File: config.mk
export PLATFORM = sky130hd
export DESIGN_NAME = mem_access_ctrl
export DESIGN_NICKNAME = d
export VERILOG_FILES = /design/src/rtl/mem_access_ctrl.sv
export SDC_FILE = /design/constraint.sdc
export NUM_CORES = 1
export LEC_CHECK = 0
export CAP_MARGIN = 40
export CORE_MARGIN = 2
export CORE_UTILIZATION = 29
export DETAILED_ROUTE_END_ITERATION = 10
export HOLD_SLACK_MARGIN = 0.03
export SLEW_MARGIN = 20
export SYNTH_ARGS = -nofsm -noshare
export SYNTH_HDL_FRONTEND = slang
export SYNTH_SLANG_ARGS = --single-unit
File: constraint.sdc
create_clock -name clk -period 5.2 [get_ports clk]
set_input_delay 0.78 -clock clk [delete_from_list [all_inputs] [get_ports clk]]
set_output_delay 0.78 -clock clk [all_outputs]
set_load 0.05 [all_outputs]
File: src/rtl/mem_access_ctrl.sv
// EX/MEM consumer: runs one data-memory access per instruction,
// stalls the pipeline while outstanding, returns load data to MEM/WB.
module mem_access_ctrl #(
  parameter int unsigned TIMEOUT     = 15,
  parameter bit          ALIGN_CHECK = 1'b1
) (
  input  logic        clk,
  input  logic        rst,
  input  logic        ex_valid,
  input  logic        ex_mem_read,
  input  logic        ex_mem_write,
  input  logic        ex_halt,
  input  logic [15:0] ex_addr,
  input  logic [15:0] ex_wdata,
  input  logic        flush,
  output logic        dmem_en,
  output logic        dmem_wr,
  output logic [15:0] dmem_addr,
  output logic [15:0] dmem_wdata,
  input  logic [15:0] dmem_rdata,
  input  logic        dmem_done,
  input  logic        dmem_stall,
  output logic        mem_stall,
  output logic [15:0] rd_data,
  output logic        rd_valid,
  output logic        align_err,
  output logic        timeout_err,
  output logic        busy
);

  typedef enum logic [1:0] {
    IDLE, ISSUE, WAIT, DONE
  } state_t;

  localparam logic [7:0] TO = 8'(TIMEOUT);

  state_t     state, state_nx;
  logic [7:0] cnt;
  logic [7:0] cnt_inc;
  logic       flushed;
  logic       req;
  logic       misaligned;

  assign req = ex_valid
             & (ex_mem_read | ex_mem_write)
             & ~ex_halt;
  assign misaligned = ALIGN_CHECK && ex_addr[0];
  assign cnt_inc = cnt + 8'd1;
  assign busy = (state != IDLE);

  always_comb begin
    state_nx  = state;
    mem_stall = 1'b0;
    dmem_en   = 1'b0;
    align_err = 1'b0;
    rd_valid  = 1'b0;
    unique case (state)
      IDLE: begin
        if (req && misaligned) begin
          align_err = 1'b1;
        end else if (req && !flush) begin
          mem_stall = 1'b1;
          state_nx  = ISSUE;
        end
      end
      ISSUE: begin
        mem_stall = 1'b1;
        if (!dmem_stall) begin
          dmem_en  = 1'b1;
          state_nx = WAIT;
        end
      end
      WAIT: begin
        mem_stall = 1'b1;
        if (dmem_done || cnt_inc == TO)
          state_nx = DONE;
      end
      DONE: begin
        rd_valid = ~dmem_wr & ~flushed & ~flush;
        state_nx = IDLE;
      end
      default: state_nx = IDLE;
    endcase
    // req is combinational, so keep the IDLE outputs quiet in reset
    if (!rst) begin
      mem_stall = 1'b0;
      align_err = 1'b0;
    end
  end

  always_ff @(posedge clk or negedge rst) begin
    if (!rst) begin
      state       <= IDLE;
      cnt         <= 8'd0;
      flushed     <= 1'b0;
      dmem_wr     <= 1'b0;
      dmem_addr   <= 16'h0000;
      dmem_wdata  <= 16'h0000;
      rd_data     <= 16'h0000;
      timeout_err <= 1'b0;
    end else begin
      state <= state_nx;
      unique case (state)
        IDLE: begin
          if (state_nx == ISSUE) begin
            dmem_addr  <= ex_addr;
            dmem_wdata <= ex_wdata;
            dmem_wr    <= ex_mem_write;
            flushed    <= flush;
          end
        end
        ISSUE: begin
          if (flush)   flushed <= 1'b1;
          if (dmem_en) cnt     <= 8'd0;
        end
        WAIT: begin
          if (flush) flushed <= 1'b1;
          if (dmem_done) begin
            if (!dmem_wr) rd_data <= dmem_rdata;
          end else begin
            cnt <= cnt_inc;
            if (cnt_inc == TO) begin
              timeout_err <= 1'b1;
              rd_data     <= 16'h0000;
            end
          end
        end
        DONE: begin
          if (flush) flushed <= 1'b1;
        end
        default: ;
      endcase
    end
  end

endmodule
# Word level (Yosys, flattened, before mapping)

Cells that the tools add are included.

Flip-flop bits (word level): 61
Output and inout bits: 55
Word-level logic and storage cells: 68

Add/subtract/negate cells: 1
Equality and inequality tests: 10
Muxes and demuxes: 24
Bitwise logic cells: 10
Reductions and logical operators: 15

Operator list:

| kind                                                                    | number |
|---|---|
| 16-bit two-way mux                                                      | 3 |
| 8-bit two-way mux                                                       | 2 |
| 8-bit one-hot mux with 2 select lines                                   | 1 |
| 1-bit two-way mux                                                       | 11 |
| 3-bit AND reduction                                                     | 3 |
| 8-bit by 1-bit adder with 8-bit output, second input constant           | 1 |
| 8-bit by 4-bit equality test with 1-bit output, second input constant   | 1 |
| 2-bit two-way mux                                                       | 4 |
| 2-bit inequality test, second input constant                            | 4 |
| 2-bit one-hot mux with 4 select lines                                   | 1 |
| 2-bit nonzero test                                                      | 3 |
| 1-bit NOT                                                               | 5 |
| 1-bit AND                                                               | 4 |
| 2-bit by 1-bit equality test with 1-bit output, second input constant   | 2 |
| 2-bit equality test, second input constant                              | 2 |
| 1-bit one-hot mux with 2 select lines                                   | 2 |
| 2-bit AND reduction                                                     | 2 |
| 3-bit OR reduction                                                      | 1 |
| 1-bit logical AND                                                       | 2 |
| 2-bit logical NOT                                                       | 1 |
| 2-bit by 1-bit inequality test with 1-bit output, second input constant | 1 |
| 2-bit OR reduction                                                      | 1 |
| 1-bit logical NOT                                                       | 1 |
| 1-bit logical OR                                                        | 1 |
| 1-bit OR                                                                | 1 |

# Longest topological paths before layout

Gate-level depths: netlist of run 1.

Word-level depth: 10
Gate-level depth with buffers: 9

# Least setup slack after synthesis of run 1

Ideal clock, no wire load.

Kind: input to output
Start point: input port ex_valid
End point: output port mem_stall
Arrival: 2.579 ns
Slack: 1.841 ns
Stages on the path: 4
Buffers on the path: 0
Path through: nor2b_1 > nor4b_1 > a21oi_1 > nor3b_1

Cells in the longest elaborated chain, start to end: 7

Ends and longest elaborated chain:

| item                                    | line | RTL |
|---|---|---|
| from (decl)                             | 9    | `input logic ex_valid,` |
| 1-bit AND *                             | 45   | `& (ex_mem_read \| ex_mem_write)` |
| 1-bit AND *                             | 46   | `& ~ex_halt;` |
| 1-bit logical AND                       | 61   | `end else if (req && !flush) begin` |
| 1-bit two-way mux                       | 61   |  |
| 1-bit two-way mux *                     | 59   | `if (req && misaligned) begin` |
| 1-bit one-hot mux with 2 select lines * | 57   | `unique case (state)` |
| 1-bit two-way mux *                     | 85   | `if (!rst) begin` |
| to (decl)                               | 23   | `output logic mem_stall,` |

Every way passes the cells marked *; elsewhere a longest branch is shown, timed or not.

# Final worst setup path of run 1

Ends and elaborated chain as after synthesis.

==> results of run 1 <==
## metrics by stage
| stage | area, µm² | std cells |
|---|---|---|
| 6_report | 4290 | 474 |
| 5_1_grt | 4290 | 474 |
| 4_1_cts | 4290 | 474 |
| 3_5_place_dp | 4090 | 458 |
| 3_3_place_gp | 4070 | 457 |
| 2_1_floorplan | 2860 | 219 |
## final timing paths
check | startpoint | end | slack (ns) | cells after the start
max in group asynchronous | rst | dmem_addr[3]$_DFFE_PN0P_ | 3.82 | 2
setup reg to reg | state[0]$_DFF_PN0_ | dmem_addr[0]$_DFFE_PN0P_ | 2.25 | 8
setup / recovery | ex_valid | mem_stall | 1.18 | 6
hold reg to reg | timeout_err$_DFFE_PN0P_ | timeout_err$_DFFE_PN0P_ | 0.47 | 1
min in group clk | timeout_err$_DFFE_PN0P_ | timeout_err$_DFFE_PN0P_ | 0.47 | 1
hold / removal | rst | dmem_wdata[0]$_DFFE_PN0P_ | 0.45 | 1
## report_power, final
group / total, µW / internal (µW) / switching, µW
sequential: 813 / 685 / 128
combinational: 1850 / 757 / 1090
clock: 440 / 238 / 203
## Yosys cell counts, types with 3 or more instances
library cell   n  area (µm²)
nand3_1        3        15.0
inv_1          8        30.0
ha_1           7        87.6
mux2i_1        3        30.0
buf_12         3        60.1
a21oi_1        7        35.0
a22o_1        17         149
clkbuf_1       4        15.0
o21ai_0       14        70.1
nand2_1       17        63.8
nor2b_1        6        37.5
nor2_1        10        37.5
mux2_4        30         450
dfrtp_1       61        1530
mux2_2         3        33.8
## area by class of cell
type | instances | area, µm²
timing repair buffer | 114 | 1130
tap | 133 | 166
fill | 900 | 5390
inverter | 8 | 30.0
multi-input combinational | 142 | 1230
clock buffer | 10 | 138
clock inverter | 6 | 68.8
sequential | 61 | 1530
## routing by layer
metal / GRT usage [%] / share of wire [%] / vias to the layer above
li1: - / - / 1027
met1: 16.6 / 46 / 1064
met2: 20.8 / 48 / 58
met3: 3.70 / 5.5 / 9
met4: 5.16 / 1.1 / 0
met5: 0 / 0 / -
## worst register-to-register path, stage by stage, from the launching register on
cell      delay (ns)
dfrtp_1         0.43
inv_1           0.16
ha_1            0.49
inv_1           0.25
a21oi_1         0.19
o32ai_1         0.18
o211ai_4        0.21
buf_4           0.52
mux2_2          0.41
## flip-flops by register name (all words and copies together), names as in the netlist
register and cells:
state 2, flushed 1, dmem_wdata 16, cnt 8, rd_data 16, dmem_addr 16, timeout_err 1, dmem_wr 1
## cell families (layout without fill, tap and decap cells)
kind of cell / after synthesis / after routing / share of synthesized area (%)
flops: 61 / 61 / 53.3
simple gates: 50 / 50 / 9.09
compound gates: 49 / 49 / 12.7
mux: 36 / 36 / 18.0
buf+inv: 16 / 138 / 3.85
fa+ha+maj: 7 / 7 / 3.06
==> results.tsv, run 1 <==
metric	value	unit
status	finished clean	
ys_seq_elements	61	
crit_family	buffers and inverters	
max_freq	249	MHz
final_common_cell	clkdlybuf4s50_1	
clock-sinks	61	
vias	2158	
io_buffer_count	111	
hold_class	in -> async	
diodes	0	
cts.htree.levels	3	
max_stage_delay	0.85	ns
ios	112	
drtAntennaViolNets	0	
cts_resized	0	
grt_pass1_vias	2097	
cp_cell_sequence	clkdlybuf4s50_1 -> nor2b_1 -> nor4b_1 -> a21oi_1 -> nor3b_1 -> clkdlybuf4s50_1	
via_per_inst	4.55	
synth_edf_count	0	
drtPass1Iterations	4	
clockRootBuffer	clkbuf_8	
synth-main-ff-cell	dfrtp_1	
synthArstFlopShare	100	%
drv_slew	0	
hold_viol_final	0	
wirelength	6950	µm
cts_buffer_depth	2	
irDropWorstVdd	414	µV
gp_congestion	0.720	
numCtsBuffers	9	
rows	36	
required	4.42	ns
initial_core_util	29.6	%
cts_tree	yes	
area_growth	49.9	%
crit_type	in -> out	
grt_pass1_wl	10600	µm
setup-violations-final	0	
die_h	103	µm
worst-path-buf-inv	2	
grt_max_degree	38	
worstSetupStartpointType	primary input	
critical_path_arrival	3.24	ns
clk-insertion-delay-late	0.34	ns
mostFrequentLayoutCells	110 x clkdlybuf4s50_1, 61 x dfrtp_1, 30 x mux2_4	
max_slew_margin	49.1	%
grtUsageTotal	13.0	%
die_area	10700	µm²
clkSlewWorstSetupHoldPaths	0.08	ns
antenna_found_initial	0	
core	9680	µm²
period_needed	4.02	ns
postLayoutSetupSlackWorst	1.18	ns
cts_hold_buffers	0	
path_max_fanout	4	
fin_skew	0.0142	ns
crit_path_end_kind	output port	
postCtsSetupBuffers	0	
avgSynthCellArea	13.1	µm²
die_x	103	µm
power.leakage	0.00192	µW
dr.first_iter.drc_count	65	
nets	400	
yosysWarningCount	0	
netlist_area	2860	µm²
pre_cts_slack	1.19	ns
dp.final_hpwl	5090	µm
grt_overflow	0	
routedWlPerCell	14.7	µm
critical_path.most_common_cell	clkdlybuf4s50_1	
final.period_utilization	77.3	%
drc	0	
slowest_stage	clkdlybuf4s50_1	
tightest_slew	0.753	ns
holdWs	0.454	ns
setup_tns	0	ns
syn-instance-count	219	
drive_gt1_share	17.0	%
yosysSeqAreaShare	53.3	%
synth_cell_type_count	37	
syn_nets	283	
maxCapViolations	0	
rsz0062_at_grt	false	
total_power	3100	µW
power_density	722	nW/µm²
fin_util	44.3	%
No activity file was read; power rests on OpenSTA's default activity.
==> run 2, diff against run 1 <==
==> constraint.sdc (replaced) <==
create_clock -name clk -period 3.8 [get_ports clk]
set_input_delay 0.57 -clock clk [delete_from_list [all_inputs] [get_ports clk]]
set_output_delay 0.57 -clock clk [all_outputs]
set_load 0.05 [all_outputs]
==> run 2 against run 1 <==
  * Critical path depth stayed put
  * Via count is 1.7% higher
  * Wire length increased by 4.6%
  * Critical endpoint unchanged
  * Global-route usage is 0.58 points higher
  * Non-clock buffer count up 2
  * Sequential share of layout area down 0.44 points
  * Clock skew decreased by 0.0044 ns
  * Worst hold slack lost 0.19 ns
  * Flip-flop and latch count did not move
  * Clock power increased by 37%
  * Sequential power rose by 39%
  * Worst setup slack got worse by 0.40 ns
==> results.tsv, run 2 (synthesized netlist as in run 1, its figures left out) <==
metric	value	unit	change
status	finished clean		
setup-violations-final	0		unchanged
routedWlPerCell	15.3	µm	+4.2%
wirelength_met1	3290	µm	+3.8%
drc	0		unchanged
max_freq	331	MHz	
postLayoutSetupSlackWorst	0.781	ns	-0.397 ns
die_h	103	µm	unchanged
hold_class	in -> async		
path_max_fanout	4		unchanged
clk-insertion-delay-late	0.34	ns	about the same
period_needed	3.02	ns	
cts.htree.levels	3		unchanged
power_density	989	nW/µm²	+37%
rows	36		unchanged
worstSetupStartpointType	primary input		
grtUsageTotal	13.6	%	+0.58 points
final.period_utilization	79.4	%	
cts_hold_buffers	0		unchanged
drive_gt1_share	17.8	%	+0.78 points
area_growth	51.8	%	
mostFrequentLayoutCells	109 x clkdlybuf4s50_1, 61 x dfrtp_1, 30 x mux2_4		
tightest_slew	0.685	ns	-0.0677 ns
drtAntennaViolNets	0		unchanged
gp_congestion	0.892		+24%
multiInputGateArea	1230	µm²	unchanged
dr.first_iter.drc_count	63		-3.1%
numCtsBuffers	9		unchanged
grt_pass1_vias	2177		+3.8%
required	3.23	ns	-1.19 ns
fin_skew	0.00986	ns	-0.00436 ns
vias	2194		+1.7%
maxCapViolations	0		unchanged
clockRootBuffer	clkbuf_8		
rsz0062_at_grt	false		
dp.final_hpwl	5180	µm	+1.9%
holdWs	0.269	ns	-0.186 ns
topRoutingLayerUsed	met4		
wirelength	7270	µm	+4.6%
setup_tns	0	ns	unchanged
crit_path_end_kind	output port		
postCtsSetupBuffers	0		unchanged
grt_pass1_wl	10900	µm	+2.9%
critical_path_arrival	2.45	ns	-0.79 ns
initial_core_util	29.6	%	unchanged
core	9680	µm²	unchanged
seqCellArea	1530	µm²	unchanged
drtPass1Iterations	4		unchanged
final_common_cell	clkdlybuf4s50_1		
wl_met2	3410	µm	+2.6%
p_int	2330	µW	+39%
ios	112		unchanged
via_per_inst	4.61		+1.2%
diodes	0		unchanged
max_slew_margin	53.7	%	+4.6 points
hold_viol_final	0		unchanged
top_regs	dmem_addr (16), dmem_wdata (16), rd_data (16)		
drv_slew	0		unchanged
pwr-share-clk	14.1	%	about the same
die_area	10700	µm²	unchanged
combPwrFrac	59.7	%	about the same
nets	402		+0.50%
p_switching	1970	µW	+38%
crit_type	in -> out		
netSwitchingFraction	45.7	%	-0.076 points
cts_resized	0		unchanged
die_x	103	µm	unchanged
wl_met3	445	µm	+17%
irDropWorstVdd	366	µV	-11%
grt_overflow	0		unchanged
clock-sinks	61		unchanged
io_buffer_count	111		unchanged
grt_max_degree	63		+66%
cts_buffer_depth	2		unchanged
total_power	4300	µW	+39%
pre_cts_slack	0.721	ns	-0.470 ns
nFillCells	873		-3.0%
clkSlewWorstSetupHoldPaths	0.08	ns	about the same
antenna_found_initial	0		unchanged
power.leakage	0.00195	µW	+1.6%
power_frac_seq	26.3	%	about the same
cts_tree	yes		
run 2: routing by layer:
layer	GRT usage, %	vias up
met5	0	-
met4	5.97	0
met3	3.83	15
met2	20.8	76
met1	17.9	1075
li1	-	1028
run 2: through the flow:
stage / utilization, % / area (µm²) / instances
final: 44.9 / 4350 / 476
after global routing: 44.9 / 4350 / 476
after CTS: 44.4 / 4300 / 474
after detailed placement: 42.2 / 4090 / 458
after global placement: 42.1 / 4080 / 457
after floorplan: - / 2860 / 219
run 2: worst paths after layout:
path	start	end	slack [ns]	depth (start not counted)
max	ex_valid	mem_stall	0.78	6
min	rst	state[1]$_DFF_PN0_	0.27	2
max reg2reg	state[0]$_DFF_PN0_	dmem_addr[4]$_DFFE_PN0P_	1.09	8
min reg2reg	timeout_err$_DFFE_PN0P_	timeout_err$_DFFE_PN0P_	0.49	1
max in group asynchronous	rst	dmem_addr[4]$_DFFE_PN0P_	3.02	3
min in group clk	timeout_err$_DFFE_PN0P_	timeout_err$_DFFE_PN0P_	0.49	1
run 2: worst max-delay path, stage by stage:
cell             delay, ns
clkdlybuf4s50_1       0.45
nor2b_1               0.18
nor4b_1               0.59
a21oi_1               0.15
nor3b_1               0.26
buf_4                 0.25
run 2: layout make-up:
type | instances | share of cell area, %
Sequential cell | 61 | 35.1
Multi-Input combinational cell | 142 | 28.3
Timing Repair Buffer | 116 | 27.3
Tap cell | 133 | 3.83
Clock buffer | 10 | 3.17
Clock inverter | 6 | 1.58
Inverter | 8 | 0.691
run 2: power groups by stage:
stage | logic [µW] | registers, µW | clock network (µW)
after floorplan | 933 | 1990 | 0
after global placement | 2520 | 1140 | 0
after detailed placement | 2550 | 1140 | 0
after CTS | 2550 | 1130 | 623
after global routing | 2710 | 1160 | 653
final | 2560 | 1130 | 605
==> run 3, diff against run 2 <==
==> constraint.sdc (replaced) <==
create_clock -name clk -period 2.9 [get_ports clk]
set_input_delay 0.435 -clock clk [delete_from_list [all_inputs] [get_ports clk]]
set_output_delay 0.435 -clock clk [all_outputs]
set_load 0.05 [all_outputs]
==> run 3 against run 2 <==
  * Count of clock-buffer cells in the layout increased by 2
  * Worst setup slack got worse by 0.55 ns
  * Total power increased by 30%
  * Largest cell class unchanged
  * Register-to-register slack got worse by 0.72 ns
  * Via count increased by 0.64%
  * Largest power group unchanged
  * Combinational power increased by 32%
  * First-iteration DRC count decreased by 4.8%
  * Wire length decreased by 3.2%
  * Die area unchanged
==> results.tsv, run 3 (synthesized netlist as in run 1, its figures left out) <==
metric	value	unit	change
mostFrequentLayoutCells	107 x clkdlybuf4s50_1, 61 x dfrtp_1, 30 x mux2_4		
crit_path_end_kind	output port		
wirelength	7040	µm	-3.2%
hold_class	reg -> reg		
drv_slew	0		unchanged
power_frac_seq	26.2	%	about the same
io_buffer_count	111		unchanged
max_slew_margin	54.4	%	+0.77 points
antenna_found_initial	0		unchanged
maxCapViolations	0		unchanged
period_needed	2.67	ns	
path_max_fanout	7		+3
nFillCells	895		+2.5%
grt_pass1_wl	10800	µm	-1.1%
holdWs	0.495	ns	+0.227 ns
final_common_cell	clkdlybuf4s50_1		
netSwitchingFraction	45.5	%	-0.25 points
critical_path_arrival	2.24	ns	-0.21 ns
drive_gt1_share	18.2	%	+0.42 points
hold_end	flushed$_DFFE_PN0P_		
rows	36		unchanged
clk-insertion-delay-late	0.34	ns	about the same
combPwrFrac	60.2	%	+0.5 points
grt_overflow	0		unchanged
drtAntennaViolNets	0		unchanged
cts.htree.levels	3		unchanged
postCtsSetupBuffers	0		unchanged
grtUsageTotal	13.2	%	-0.35 points
routedWlPerCell	14.7	µm	-3.8%
clock-sinks	61		unchanged
rr_startpoint	state[0]$_DFF_PN0_		
numCtsBuffers	9		unchanged
hold_start	flushed$_DFFE_PN0P_		
status	finished clean		
fin_skew	0.00893	ns	-0.000936 ns
p_switching	2550	µW	+30%
critPathLaunch	state[1]$_DFF_PN0_		
crit_type	reg -> out		
gp_congestion	0.827		-7.3%
cts_tree	yes		
setup-violations-final	0		unchanged
core	9680	µm²	unchanged
worstSetupStartpointType	register		
drc	0		unchanged
clockRootBuffer	clkbuf_8		
nets	405		+0.75%
area_growth	51.7	%	about the same
initial_core_util	29.6	%	unchanged
pwr-share-clk	13.6	%	-0.5 points
r2r_slack	0.37	ns	-0.72 ns
via_per_inst	4.61		about the same
die_area	10700	µm²	unchanged
ios	112		unchanged
die_h	103	µm	unchanged
tightest_slew	0.684	ns	-0.00184 ns
dr.first_iter.drc_count	60		-4.8%
top_regs	dmem_addr (16), dmem_wdata (16), rd_data (16)		
max_freq	374	MHz	
min_path_cells	2		
grt_max_degree	53		-16%
clkSlewWorstSetupHoldPaths	0.07	ns	about the same
p_int	3050	µW	+31%
drtPass1Iterations	4		unchanged
vias	2208		+0.64%
power.leakage	0.00195	µW	+0.21%
setup_tns	0	ns	unchanged
r2r_cells	8		unchanged
power_density	1290	nW/µm²	+30%
dp.final_hpwl	5010	µm	-3.4%
required	2.47	ns	-0.76 ns
diodes	0		unchanged
hold_viol_final	0		unchanged
die_x	103	µm	unchanged
grt_pass1_vias	2159		-0.83%
final.period_utilization	92.2	%	
cts_buffer_depth	2		unchanged
irDropWorstVdd	695	µV	+90%
rsz0062_at_grt	false		
timing.rr.end	dmem_wdata[14]$_DFFE_PN0P_		
## run 3: cell types whose count changed in the layout (fill, tap and decap cells not counted)
| cell | before | now |
|---|---|---|
| buf_12 | 2 | 3 |
| buf_16 | 1 | 0 |
| buf_4 | 3 | 7 |
| clkbuf_1 | 0 | 2 |
| clkdlybuf4s50_1 | 109 | 107 |
| clkinv_2 | 1 | 2 |
| clkinv_4 | 1 | 0 |
| dlygate4sd3_1 | 0 | 1 |
| inv_6 | 2 | 0 |
## run 3: worst max path at each step
stage | slack (ns) | end | depth (start not counted)
2_1_floorplan | 0.15 | rd_valid | 1
3_3_place_gp | 0.30 | mem_stall | 7
3_5_place_dp | 0.33 | mem_stall | 7
4_1_cts | 0.20 | dmem_en | 4
5_1_grt | 0.11 | dmem_en | 4
6_report | 0.23 | dmem_en | 4
## run 3: metal layers
layer | global-route usage, % | wire length (µm)
met3 | 5.11 | 420
met4 | 3.54 | 40
met5 | 0 | 0
met1 | 17.4 | 3160
met2 | 20.4 | 3420
## run 3: power groups by stage
stage                     logic, µW  registers, µW  clock network (µW)
after detailed placement       3380           1480                   0
after global placement         3370           1470                   0
final                          3370           1470                 761
after CTS                      3400           1470                 786
after floorplan                1220           2610                   0
after global routing           3550           1510                 829
## run 3: area by class of cell
class	count	area (µm²)	area share, %
clock buffer	12	145	3.34
clock inverter	4	47.5	1.09
inverter	8	30.0	0.691
multi-input combinational	142	1230	28.3
sequential	61	1530	35.1
tap	133	166	3.83
timing repair buffer	119	1200	27.6
## run 3: critical path: stages, from the launching register on
cell and delay [ns]:
dfrtp_1 0.44, inv_1 0.12, ha_1 0.30, nor2b_1 0.22, clkdlybuf4s50_1 0.83
## run 3: stage by stage
step / cell area, µm² / total power, µW / cells / setup slack [ns] / utilization (%)
CTS: 4340 / 5650 / 479 / 0.200 / 44.9
global placement: 4140 / 4840 / 462 / 0.298 / 42.7
detailed placement: 4140 / 4860 / 462 / 0.331 / 42.8
floorplan: 2860 / 3840 / 219 / 0.150 / -
global route: 4340 / 5880 / 479 / 0.109 / 44.9
finish: 4340 / 5600 / 479 / 0.227 / 44.9
## run 3: timing repair
| action | in CTS | in global routing |
|---|---|---|
| endpoints found under the setup margin | 0 | 0 |
| hold buffers | 1 | 0 |
| gates resized for setup | 0 | 0 |
| hold endpoints to repair | 9 | 0 |
